--- src/rtl/song_sequencer.sv ---
// Song sequencer: play/pause/next/prev control with per-song restart pulse and gated sample register.
// Define SONG_SEQUENCER_AUTO_ADVANCE_EN to move to the next song and keep playing when a song ends.
module song_sequencer #(
    parameter int NUM_SONGS = 4,
    parameter int SONG_W    = 2,
    parameter int SAMPLE_W  = 16
) (
    input  logic                clk,
    input  logic                reset_n,
    input  logic                play_button,
    input  logic                next_button,
    input  logic                prev_button,
    input  logic                song_done,
    input  logic                new_frame,
    input  logic [SAMPLE_W-1:0] sample_in,
    output logic [SONG_W-1:0]   current_song,
    output logic                play,
    output logic                song_reset,
    output logic [SAMPLE_W-1:0] sample_out
);

    typedef enum logic [1:0] {
        PAUSED = 2'd0,
        PLAY   = 2'd1,
        SWITCH = 2'd2
    } state_t;

    localparam logic [SONG_W-1:0] LAST_SONG = SONG_W'(NUM_SONGS - 1);

    state_t            state;
    state_t            state_next;
    logic [SONG_W-1:0] song_next;
    logic [SONG_W-1:0] song_inc;
    logic [SONG_W-1:0] song_dec;

    logic play_prev;
    logic next_prev;
    logic prev_prev;
    logic edge_armed;
    logic play_edge;
    logic next_edge;
    logic prev_edge;

    // The armed flag keeps a button that is already held at reset release from counting as a press.
    always_ff @(posedge clk or negedge reset_n) begin
        if (!reset_n) begin
            play_prev  <= 1'b0;
            next_prev  <= 1'b0;
            prev_prev  <= 1'b0;
            edge_armed <= 1'b0;
        end else begin
            play_prev  <= play_button;
            next_prev  <= next_button;
            prev_prev  <= prev_button;
            edge_armed <= 1'b1;
        end
    end

    assign play_edge = edge_armed & play_button & ~play_prev;
    assign next_edge = edge_armed & next_button & ~next_prev;
    assign prev_edge = edge_armed & prev_button & ~prev_prev;

    assign song_inc = (current_song == LAST_SONG)  ? '0        : current_song + SONG_W'(1);
    assign song_dec = (current_song == '0)         ? LAST_SONG : current_song - SONG_W'(1);

`ifdef SONG_SEQUENCER_AUTO_ADVANCE_EN
    logic resume_play;
    logic resume_next;

    always_ff @(posedge clk or negedge reset_n) begin
        if (!reset_n) begin
            resume_play <= 1'b0;
        end else begin
            resume_play <= resume_next;
        end
    end
`endif

    always_ff @(posedge clk or negedge reset_n) begin
        if (!reset_n) begin
            state        <= PAUSED;
            current_song <= '0;
        end else begin
            state        <= state_next;
            current_song <= song_next;
        end
    end

    // Priority is next > prev > song_done > play; anything lower in the same cycle is dropped.
    always_comb begin
        state_next = state;
        song_next  = current_song;
`ifdef SONG_SEQUENCER_AUTO_ADVANCE_EN
        resume_next = resume_play;
`endif
        if (next_edge) begin
            song_next  = song_inc;
            state_next = SWITCH;
`ifdef SONG_SEQUENCER_AUTO_ADVANCE_EN
            resume_next = 1'b0;
`endif
        end else if (prev_edge) begin
            song_next  = song_dec;
            state_next = SWITCH;
`ifdef SONG_SEQUENCER_AUTO_ADVANCE_EN
            resume_next = 1'b0;
`endif
        end else begin
            case (state)
                PAUSED: begin
                    if (play_edge) begin
                        state_next = PLAY;
                    end
                end
                PLAY: begin
                    if (song_done) begin
`ifdef SONG_SEQUENCER_AUTO_ADVANCE_EN
                        song_next   = song_inc;
                        state_next  = SWITCH;
                        resume_next = 1'b1;
`else
                        state_next  = PAUSED;
`endif
                    end else if (play_edge) begin
                        state_next = PAUSED;
                    end
                end
                SWITCH: begin
`ifdef SONG_SEQUENCER_AUTO_ADVANCE_EN
                    state_next  = resume_play ? PLAY : PAUSED;
                    resume_next = 1'b0;
`else
                    state_next  = PAUSED;
`endif
                end
                default: begin
                    state_next = PAUSED;
                end
            endcase
        end
    end

    assign play       = (state == PLAY);
    assign song_reset = (state == SWITCH);

    // Paused frames send silence rather than whatever the synthesis path is producing.
    always_ff @(posedge clk or negedge reset_n) begin
        if (!reset_n) begin
            sample_out <= '0;
        end else if (new_frame) begin
            sample_out <= play ? sample_in : '0;
        end
    end

endmodule

--- config.mk ---
export PLATFORM = sky130hd
export DESIGN_NAME = song_sequencer
export DESIGN_NICKNAME = d
export VERILOG_FILES = /design/src/rtl/song_sequencer.sv
export SDC_FILE = /design/constraint.sdc
export NUM_CORES = 1
export LEC_CHECK = 0
export CELL_PAD_IN_SITES_DETAIL_PLACEMENT = 1
export CELL_PAD_IN_SITES_GLOBAL_PLACEMENT = 1
export CORE_MARGIN = 3
export CORE_UTILIZATION = 27
export DETAILED_ROUTE_END_ITERATION = 10
export PLACE_DENSITY = 0.81
export SLEW_MARGIN = 20
export SYNTH_ARGS = -nofsm -noshare
export SYNTH_HDL_FRONTEND = slang
export SYNTH_SLANG_ARGS = --single-unit
--- constraint.sdc ---
create_clock -name clk -period 1 [get_ports clk]
set_input_delay 0.2 -clock clk [delete_from_list [all_inputs] [get_ports clk]]
set_output_delay 0.2 -clock clk [all_outputs]
set_load 0.02 [all_outputs]
# After elaboration in Yosys (flattened, before gate mapping)
# Index checks and enable logic that the tools add are counted.
dict set report totals {
  inputBits 23
  word_cells 38
  reg_bits 24
  output_inout_bits 20
}
dict set report classes {
  n_addsub 2
  n_eq_ne 5
  n_reduce_logical 4
  bitwise_logic 9
  mux 11
}
# cell count
set ops {}
lappend ops {{$mux 2} 9}
lappend ops {{$mux 16} 1}
lappend ops {{$and 1x1->1} 6}
lappend ops {{$ne 5x2->1 const B} 1}
lappend ops {{$eq 2x2->1 const B} 2}
lappend ops {{$logic_not 2->1} 2}
lappend ops {{$ne 4x4->1 const B} 1}
lappend ops {{$pmux 2 s2} 1}
lappend ops {{$not 1->1} 3}
lappend ops {{$add 2x1->2 const B} 1}
lappend ops {{$eq 2x1->1 const B} 1}
lappend ops {{$reduce_and 2->1} 1}
lappend ops {{$reduce_bool 2->1} 1}
lappend ops {{$sub 2x1->2 const B} 1}

# Logic depth before layout (Yosys ltp)
# Gate-level depths: netlist (run 1).
dict set report logic_depth {
  word_depth 7
  depth_mapped 4
  ltp_nobuf 4
}

# Least setup slack after synthesis (run 1)
# OpenSTA, ideal clock, no wires.
dict set report synth_timing {
  path_kind {flip-flop to flip-flop}
  startpoint {register current_song[0]}
  endpoint {register current_song[1]}
  setup_slack_ns -0.190
  period_less_slack_ns 1.190
  setup_time_ns 0.087
  path_buffers 0
  t_required_ns 0.913
  path_stages_with_launch 5
  arrival_ns 1.103
  cell_sequence {dfrtp_1 -> inv_1 -> ha_1 -> nand4bb_1 -> o211ai_1}
}
dict set report synth_between {
  elab_chain_cells 4
  elab_cells_between_ends 8
  classes_between {add/sub (2); eq/ne (1); mux (4); reduce/logical (1)}
}
# element line
set synth_lines {}
lappend synth_lines {{start: declaration} 16} ;# output logic [SONG_W-1:0] current_song,
lappend synth_lines {{start signal: assignment} 85} ;# current_song <= song_next;
lappend synth_lines {{$sub 2x1->2 or $logic_not 2->1 (tied branches)} 64} ;# assign song_dec = (current_song == '0) ? LAST_SONG : current_song - SONG_W'(1);
lappend synth_lines {{$mux 2} 64}
lappend synth_lines {{$mux 2} 102} ;# end else if (prev_edge) begin
lappend synth_lines {{$mux 2 *} 96} ;# if (next_edge) begin
# Every way passes the cells marked *; elsewhere a longest branch is shown, timed or not. The select of a mux whose other input is x is not followed.
# A chain may end at the register's enable or synchronous reset.

# Final worst setup path (run 1)
dict set report layout_timing {
  startpoint {register state[0]}
  endpoint {output port play}
}
dict set report layout_between {
  elab_chain_cells 1
}
# element line
set layout_lines {}
lappend layout_lines {{start: declaration} 30} ;# state_t state;
lappend layout_lines {{start signal: assignment} 84} ;# state <= state_next;
lappend layout_lines {{$eq 2x1->1} 143} ;# assign play = (state == PLAY);
lappend layout_lines {{end: declaration} 17} ;# output logic play,
# Every way passes these cells.

==> metrics.yaml, run 1 <==
layout:
  n_antenna_cell: 0
  nets: 185
  drive_above_1_share: 0.352
  synthToLayoutAreaGrowth_pct: 78.2
power:
  power.density_nw_per_um2: 1500
  combPwrFrac: 0.359
  p_sw_w: 0.000790
  p_clk_frac: 0.224
  p_total_w: 0.00267
  sequentialPowerShare: 0.418
  irDropWorstVdd_v: 0.000572
  swShare: 0.295
  leakagePower_nw: 0.808
  p_int_w: 0.00188
run_status:
  failed_checks: "setup timing"
  status: "finished with violations"
timing:
  finalHoldViolations: 0
  rsz0062_at_grt: "yes"
  finalMaxSlewViolations: 0
  max_clock_freq_ghz: 0.806
  worst_slack_ps: -240
  holdWs_ps: 268
  report.final.setup_viol: 33
  fin_crit_sh: 1.24
  min_period_ps: 1240
  skew_ps: 9.53
setup_path:
  worstPathArrival_ps: 1040
  worstPathRequired_ps: 800
  crit_path_end_kind: "primary output"
  crit_path_max_fanout: 3
  worstSetupPathType: "flop to primary output"
  cp-start-kind: "flop"
clock_network:
  cts_root_buf: "clkbuf_8"
  htreeDepth: 1
  clkTransAtPathRegs_ps: 90
  cts_buffers: 3
  cts_sinks: 24
  clk_latency_ps: 270
  clockBufferDepth: 2
  cts_tree: "done"
synth:
  netlist_area_sq_um: 1000
  ys_types: 20
  syn-num-nets: 123
  yosys.area_share.adder: 0.0250
  synthCells: 98
  synth-compound-area-share: 0.132
  ys_ff_latch: 24
  synth.area.mux_share: 0.0112
  synth_xor_area_frac: 0
  synth_warnings: 0
  synth_simple_gate_area_share: 0.135
  synth-seq-area-share: 0.599
  syn_avg_cell_area_sq_um: 10.2
  synth_top_family_by_area: "simple AND/OR/NAND/NOR gates"
global_route:
  grt_use_total: 0.137
  grt_pass1_wl_um: 4510
  grt_pass1_vias: 988
  grt_overflow: 0
  grt_max_degree: 33
  antenna_found_initial: 0
hold_path:
  hold_path_class: "input pin to async pin"
detailed_routing:
  top_layer_used: "met4"
  first_pass_iters: 3
  totalWireLength_um: 2920
  drc: 0
  post_drt_via_cell_ratio: 4.48
  drt-initial-drc-count: 11
  met3_length_um: 152
  dr_wl_met2_um: 1610
  wl_met1_um: 1100
  via_count: 919
  ant_nets: 0
  wl_per_cell_um: 14.2
placement:
  hpwl_um: 1980
  gp_congestion: 0.673
  place.port_buffers: 42
floorplanning:
  design.die.area_sq_um: 4480
  die_h_um: 66.9
  fp.dieW_um: 66.9
  core_area_sq_um: 3440
  num_io_pins: 43
  rows: 21
  initial_utilization: 0.291
flow_run:
  maxCapViolCount: 0
[what timing repair did]
item	4_1_cts	5_1_grt
buffers inserted	8	4
pin swaps	6	4
hold buffers	0	0
resized for setup	134	1
endpoints found under the setup margin	40	40
[sequential cells by signal, indices dropped and copies added (netlist names)]
signal,flops
current_song,2
edge_armed,1
next_prev,1
play_prev,1
prev_prev,1
sample_out,16
state,2
[layout by cell type, fill, tap and decap left out, types with 2 or more instances in the layout]
cell type,instances
dfrtp_1,22
nor2b_4,2
o22ai_1,16
nand2_1,16
clkdlybuf4s50_1,22
inv_4,2
dfrtp_2,2
o211ai_1,2
inv_1,16
buf_12,2
ha_4,2
buf_6,24
clkbuf_8,3
buf_4,14
[metal layers]
layer | up-vias | track usage
met4 | 0 | 0.0684
li1 | 440 | -
met2 | 29 | 0.262
met3 | 4 | 0.0202
met5 | - | 0
met1 | 446 | 0.143
[through the flow]
step	setup WS [ps]	instance area [sq um]	utilization	setup TNS, ps	instances
final	-240	1790	0.519	-2690	205
after floorplan	-96.9	1030	-	-206	98
after global placement	-357	1560	0.453	-6480	189
after CTS	-241	1750	0.508	-2660	201
after global routing	-282	1790	0.519	-4340	205
after detailed placement	-451	1560	0.453	-7720	189
[layout make-up]
class	count	area, sq um
fillers	381	1660
repair buffers	62	636
flip-flops and latches	24	603
multi-input cells	50	363
inverters	19	81.3
well taps	46	57.6
clock buffers	4	45.0
[cells by family (layout without fill, tap and decap cells)]
family                     count (synthesis)  count (layout)
other                                      1               1
AOI/OAI and AO/OA                         20              20
adders and majority gates                  2               2
DFF                                       24              24
and+or+nand+nor                           26              26
buffers and inverters                     24              85
muxes                                      1               1
[synth_stat cells, drive strengths merged]
master	n	area share
nand4bb	1	0.011
conb	1	0.0037
o22ai	16	0.10
or2b	1	0.0075
nand3	1	0.0050
inv	19	0.071
nand4b	1	0.0087
ha	2	0.025
o211ai	2	0.015
o211a	1	0.010
mux2	1	0.011
buf	3	0.015
dfrtp	24	0.60
nand3b	1	0.0075
nor3	1	0.010
clkbuf	2	0.0075
nand2	16	0.060
o21a	1	0.0075
nor2b	3	0.019
nand2b	1	0.0062
[critical path, stage by stage, from the launching register on]
cell and delay, ps:
dfrtp_1 420, buf_6 130, nand2b_4 80, inv_6 30, buf_6 120
[path summary, 6_finish.rpt]
path                                       from                     endpoint  slack, ps  cells past startpoint
min in group clk                    prev_button          prev_prev$_DFF_PN0_        400                      1
hold reg to reg            state[1]$_DFFE_PN0P_         state[0]$_DFFE_PN0P_        540                      2
setup / recovery           state[0]$_DFFE_PN0P_                         play       -240                      4
hold / removal                          reset_n   sample_out[14]$_DFFE_PN0P_        270                      2
max in group asynchronous               reset_n  current_song[1]$_DFFE_PN0P_        580                      2
setup reg to reg           state[0]$_DFFE_PN0P_         state[0]$_DFFE_PN0P_       -180                      4
[power groups by stage]
stage	registers [W]	logic [W]	clock network (W)
finish	0.00112	0.000958	0.000598
global route	0.00112	0.00102	0.000655
CTS	0.00111	0.000943	0.000617
detailed placement	0.00112	0.000702	0
global placement	0.00111	0.000650	0
floorplan	0.00120	0.000207	0
(Power assumes the default switching activity.)
==> run 2: changes to the inputs <==
ABC_CLOCK_PERIOD_IN_PS = 1000   (was default)
GPL_ROUTABILITY_DRIVEN = 0   (was default)
==> results of run 2 <==
Final layout, timing and power as in run 1 (identical DEF).
